File: src/rtl/rmt_recovery_seq.sv
// rmt_recovery_seq: owns the rename map table (RMT) write ports.
// In normal operation, rename-stage map writes pass straight through to the RMT.
// On recover_i, rename is stalled and the architectural map table (AMT) is copied
// into the RMT, WR_PORTS entries per cycle, through a one-stage read pipe.
//
// Interface timing: amt_rd_en_o is a strobe with no back-pressure. The AMT always
// returns amt_data_i on the cycle after the strobe. rmt_we_o is a fire-and-forget
// write valid. While stall_o is high, rename must hold, and ren_we_i is ignored.
module rmt_recovery_seq #(
    parameter int SIZE_RMT  = 32,
    parameter int RMT_INDEX = 5,
    parameter int PHY_WIDTH = 6,
    parameter int WR_PORTS  = 8
) (
    input  logic                           clk,
    input  logic                           reset,
    input  logic                           recover_i,
    input  logic [WR_PORTS-1:0]            ren_we_i,
    input  logic [WR_PORTS*RMT_INDEX-1:0]  ren_addr_i,
    input  logic [WR_PORTS*PHY_WIDTH-1:0]  ren_data_i,
    output logic                           amt_rd_en_o,
    output logic [WR_PORTS*RMT_INDEX-1:0]  amt_rd_addr_o,
    input  logic [WR_PORTS*PHY_WIDTH-1:0]  amt_data_i,
    output logic [WR_PORTS-1:0]            rmt_we_o,
    output logic [WR_PORTS*RMT_INDEX-1:0]  rmt_addr_o,
    output logic [WR_PORTS*PHY_WIDTH-1:0]  rmt_data_o,
    output logic                           stall_o,
    output logic                           done_o,
    output logic [1:0]                     dbg_state_o
);

    localparam int NUM_BATCH = SIZE_RMT / WR_PORTS;
    localparam int CNT_W     = $clog2(NUM_BATCH) + 1;
    localparam logic [CNT_W-1:0] CNT_LAST = CNT_W'(NUM_BATCH - 1);

    typedef enum logic [1:0] {
        ST_IDLE = 2'd0,
        ST_READ = 2'd1,
        ST_LAST = 2'd2
    } state_t;

    state_t               state_q, state_d;
    logic [CNT_W-1:0]     cnt_q, cnt_d;
    logic                 wr_vld_q, wr_vld_d;
    logic [RMT_INDEX-1:0] wr_base_q, wr_base_d;
    logic [RMT_INDEX-1:0] rd_base;

    // State, batch counter and write-pipe registers.
    always_ff @(posedge clk) begin
        if (reset) begin
            state_q   <= ST_IDLE;
            cnt_q     <= '0;
            wr_vld_q  <= 1'b0;
            wr_base_q <= '0;
        end else begin
            state_q   <= state_d;
            cnt_q     <= cnt_d;
            wr_vld_q  <= wr_vld_d;
            wr_base_q <= wr_base_d;
        end
    end

    // Next-state logic and AMT read generation.
    // A restart in READ still issues this cycle's read. That batch retires
    // harmlessly through the write pipe, because it is AMT data.
    always_comb begin
        state_d       = state_q;
        cnt_d         = cnt_q;
        amt_rd_en_o   = 1'b0;
        amt_rd_addr_o = '0;
        rd_base       = RMT_INDEX'(int'(cnt_q) * WR_PORTS);
        wr_vld_d      = 1'b0;
        wr_base_d     = '0;

        case (state_q)
            ST_IDLE: begin
                if (recover_i) begin
                    state_d = ST_READ;
                    cnt_d   = '0;
                end
            end
            ST_READ: begin
                amt_rd_en_o = 1'b1;
                wr_vld_d    = 1'b1;
                wr_base_d   = rd_base;
                for (int p = 0; p < WR_PORTS; p++) begin
                    amt_rd_addr_o[p*RMT_INDEX +: RMT_INDEX] = rd_base + RMT_INDEX'(p);
                end
                if (recover_i) begin
                    cnt_d = '0;
                end else if (cnt_q == CNT_LAST) begin
                    state_d = ST_LAST;
                end else begin
                    cnt_d = cnt_q + CNT_W'(1);
                end
            end
            ST_LAST: begin
                if (recover_i) begin
                    state_d = ST_READ;
                    cnt_d   = '0;
                end else begin
                    state_d = ST_IDLE;
                end
            end
            default: begin
                state_d = ST_IDLE;
                cnt_d   = '0;
            end
        endcase
    end

    // RMT write mux. Recovery writes from the pipe take priority.
    // Rename writes pass through only when idle, so recover_i never reaches rmt_*_o combinationally.
    always_comb begin
        rmt_we_o   = '0;
        rmt_addr_o = '0;
        rmt_data_o = '0;
        if (wr_vld_q) begin
            rmt_we_o   = '1;
            rmt_data_o = amt_data_i;
            for (int p = 0; p < WR_PORTS; p++) begin
                rmt_addr_o[p*RMT_INDEX +: RMT_INDEX] = wr_base_q + RMT_INDEX'(p);
            end
        end else if (state_q == ST_IDLE) begin
            rmt_we_o   = ren_we_i;
            rmt_addr_o = ren_addr_i;
            rmt_data_o = ren_data_i;
        end
    end

    // Status outputs decoded from the registered state.
    always_comb begin
        stall_o     = (state_q != ST_IDLE);
        done_o      = (state_q == ST_LAST);
        dbg_state_o = state_q;
    end

endmodule

File: config.mk
export PLATFORM = sky130hd
export DESIGN_NAME = rmt_recovery_seq
export DESIGN_NICKNAME = d
export VERILOG_FILES = /design/src/rtl/rmt_recovery_seq.sv
export SDC_FILE = /design/constraint.sdc
export NUM_CORES = 1
export LEC_CHECK = 0
export ABC_AREA = 1
export CORE_AREA = 2 2 111 113
export CTS_CLUSTER_SIZE = 40
export DETAILED_ROUTE_END_ITERATION = 8
export DIE_AREA = 0 0 113 115
export HOLD_SLACK_MARGIN = 0.15
export SETUP_SLACK_MARGIN = 0.2
export SLEW_MARGIN = 5
export SYNTH_ARGS = -nofsm -noshare
export SYNTH_HDL_FRONTEND = slang
export SYNTH_SLANG_ARGS = --single-unit
File: constraint.sdc
create_clock -name clk -period 3.1 [get_ports clk]
set_input_delay 0.465 -clock clk [delete_from_list [all_inputs] [get_ports clk]]
set_output_delay 0.465 -clock clk [all_outputs]
set_load 0.02 [all_outputs]
==> insert_results.sql <==
INSERT INTO impl_metrics (metric_group, metric, value, unit) VALUES
('route', 'maxUsedRoutingLayer', 'met4', ''),
('place', 'place.gp.congestion', '0.771', ''),
('route', 'met1_length', '3840', 'µm'),
('pwr', 'powerDensity', '262', 'nW/µm²'),
('floorplanning', 'floorplan.rows', '40', ''),
('timing', 'timing.fmax', '0.377', 'GHz'),
('global_route', 'groute.usage.overall', '12.8', '%'),
('timing', 'final-setup-viol-count', '0', ''),
('yosys', 'syn_avg_cell_area', '4.96', 'µm²'),
('timing', 'setup_tns', '0', 'ps'),
('outcome', 'failing_checks', 'DRC', ''),
('floorplanning', 'core', '11800', 'µm²'),
('critical_path', 'worstSetupStartpointType', 'flop', ''),
('final_layout', 'final-instance-count-excl-fill', '740', ''),
('route', 'drt_iter0_markers', '141', ''),
('global_route', 'total_global_routing_overflow', '0', ''),
('final_layout', 'mostFrequentLayoutCells', 'clkdlybuf4s50_1, nand2_1, nand3_1', ''),
('final_layout', 'final_cell_area', '4480', 'µm²'),
('timing', 'rsz0062_at_grt', 'false', ''),
('route', 'drcViolationCount', '18', ''),
('route', 'ant_nets', '0', ''),
('global_route', 'grt_first_pass_wirelength', '13800', 'µm'),
('clock_network', 'cts.sinks', '8', ''),
('final_layout', 'final_layout_size_suffix_gt1_share', '1.85', '%'),
('clock_network', 'postCtsResizedCells', '0', ''),
('place', 'dpl_cell_area', '4400', 'µm²'),
('yosys', 'post_synth_inst_count', '362', ''),
('global_route', 'antenna_violations_before_repair', '0', ''),
('pwr', 'vdd_drop_max', '0.170', 'mV'),
('critical_path', 'regToRegSetupSlack', '1600', 'ps'),
('yosys', 'synth.lib_cells_used.distinct', '14', ''),
('timing', 'final-max-slew-violation-count', '0', ''),
('route', 'dr_total_vias', '2966', ''),
('floorplanning', 'floorplan.initialDensity', '15.2', '%'),
('global_route', 'first_global_vias', '2675', ''),
('critical_path', 'setup.worst_path.class', 'flop to output pin', ''),
('clock_network', 'clock_tree_from_tritoncts', 'done', ''),
('route', 'post_drt_wl_per_cell', '13.0', 'µm'),
('floorplanning', 'die_width', '113', 'µm'),
('floorplanning', 'die_area', '13000', 'µm²'),
('clock_network', 'cts_hold_repair.buffers', '0', ''),
('clock_network', 'cts_root_buffer', 'clkbuf_16', ''),
('critical_path', 'crit_path_end_kind', 'output pin', ''),
('yosys', 'synth_area', '1800', 'µm²'),
('outcome', 'run_status', 'complete, but fails checks', ''),
('place', 'dp_cells', '737', ''),
('critical_path', 'crit_arrival', '2190', 'ps'),
('timing', 'post_layout_minimum_cycle_time', '2650', 'ps'),
('final_layout', 'area_growth_syn_to_layout', '149', '%'),
('clock_network', 'max-clock-path-buffers', '2', ''),
('pwr', 'cellLeakagePower', '2.11', 'nW'),
('clock_network', 'cts.reportedPaths.clkPinSlew', '40', 'ps'),
('timing', 'finalHoldViolations', '0', ''),
('place', 'post-dp-hpwl', '7820', 'µm'),
('final_layout', 'nNetsFinal', '744', ''),
('timing', 'slew_headroom', '48.4', '%'),
('route', 'met3_layer_wire_length_in_the_routed_design', '851', 'µm'),
('yosys', 'ys_ff_latch', '8', ''),
('min_path', 'timing.hold.worst.class', 'flop to flop', ''),
('floorplanning', 'die_h', '115', 'µm'),
('yosys', 'yosysWarningCount', '0', ''),
('final_layout', 'layout.cells.most_common', 'clkdlybuf4s50_1', ''),
('timing', 'tightestPinTransition', '771', 'ps'),
('place', 'placement.io_buffers', '275', ''),
('timing', 'finalHoldWorstSlack', '485', 'ps'),
('final_layout', 'final_design_utilization', '37.9', '%'),
('final_layout', 'final.fill_count', '1233', ''),
('clock_network', 'h_tree_level_count', '1', ''),
('timing', 'fin_worst_skew', '1.74', 'ps'),
('critical_path', 'timing.critical_path.required', '2630', 'ps'),
('timing', 'post-route-period-util', '85.5', '%'),
('route', 'met2WireLength', '4800', 'µm'),
('critical_path', 'worst-path-max-fanout', '49', ''),
('yosys', 'share_of_the_yosys_chip_area_belonging_to_registers', '8.92', '%'),
('final_layout', 'num_antenna_cells', '0', ''),
('run', 'drv_cap', '0', ''),
('route', 'first_pass_iters', '9', ''),
('global_route', 'maximum_number_of_pins_on_one_net_before_global_route_repair', '57', ''),
('clock_network', 'clock_latency', '230', 'ps'),
('clock_network', 'cts_setup_buffers', '0', ''),
('route', 'drt-total-wl', '9590', 'µm'),
('floorplanning', 'ios', '288', ''),
('route', 'via_per_inst', '4.01', ''),
('clock_network', 'cts_buffers', '3', '');
## routing by layer
layer / GRT usage (%) / vias up
met2: 23.6 / 145
met4: 2.28 / 0
li1: - / 1520
met1: 15.7 / 1294
met3: 2.64 / 7
met5: 0 / -
## path summary, 6_finish.rpt
path | depth (start not counted) | endpoint | from
hold / removal | 2 | cnt_q[2]$_SDFFE_PP0P_ | cnt_q[2]$_SDFFE_PP0P_
setup reg to reg | 6 | cnt_q[2]$_SDFFE_PP0P_ | dbg_state_o[0]$_SDFFE_PP0P_
hold reg to reg | 2 | cnt_q[2]$_SDFFE_PP0P_ | cnt_q[2]$_SDFFE_PP0P_
setup / recovery | 5 | rmt_addr_o[30] | wr_vld_q$_SDFF_PP0_
## synthesized netlist by cell type (all sizes together)
cell    count  area (µm²)
buf        59         418
nor2       30         120
nand2     168         631
a21oi       1        5.00
ha          2        25.0
dfxtp       8         160
inv        22        82.6
o21ai       1        5.00
clkbuf      4        15.0
nand3      66         330
conb        1        3.75
## report_power, final
group	total, mW	leakage (nW)	switching, mW	internal [mW]
registers	0.114	0.0659	0.00556	0.109
clock network	0.219	0.0370	0.0528	0.166
logic	0.842	2.01	0.399	0.443
total	1.18	2.11	0.457	0.718
## critical path, cell delays in order, from the launching register on
cell	delay (ps)
dfxtp_2	380
inv_2	200
buf_12	250
nand2_1	280
nor2_1	170
clkdlybuf4s50_1	630
## state kept, by name, summed over array words and instances (netlist names)
register / count
cnt_q: 3
dbg_state_o: 2
wr_base_q: 2
wr_vld_q: 1
## stage by stage
step / power (mW) / setup WS (ps)
floorplan: 0.516 / 1050
global placement: 0.956 / 769
detailed placement: 0.961 / 694
CTS: 1.19 / 439
global route: 1.25 / 313
finish: 1.18 / 449
## area by class of cell
class                           count  area (µm²)  share of cell area, %
Tap cell                          147         184                   4.11
Timing Repair Buffer              280        2820                   62.8
Sequential cell                     8         161                   3.60
Clock buffer                        3        75.1                   1.68
Multi-Input combinational cell    280        1160                   25.9
Inverter                           22        82.6                   1.84
## kinds of logic after synthesis
family | synth area share, %
and+or+nand+nor | 60.2
buffers and inverters | 28.7
DFF | 8.92
other | 0.209
adders and majority gates | 1.39
AOI/OAI and AO/OA | 0.557
No activity file was read; power rests on OpenSTA's default activity.
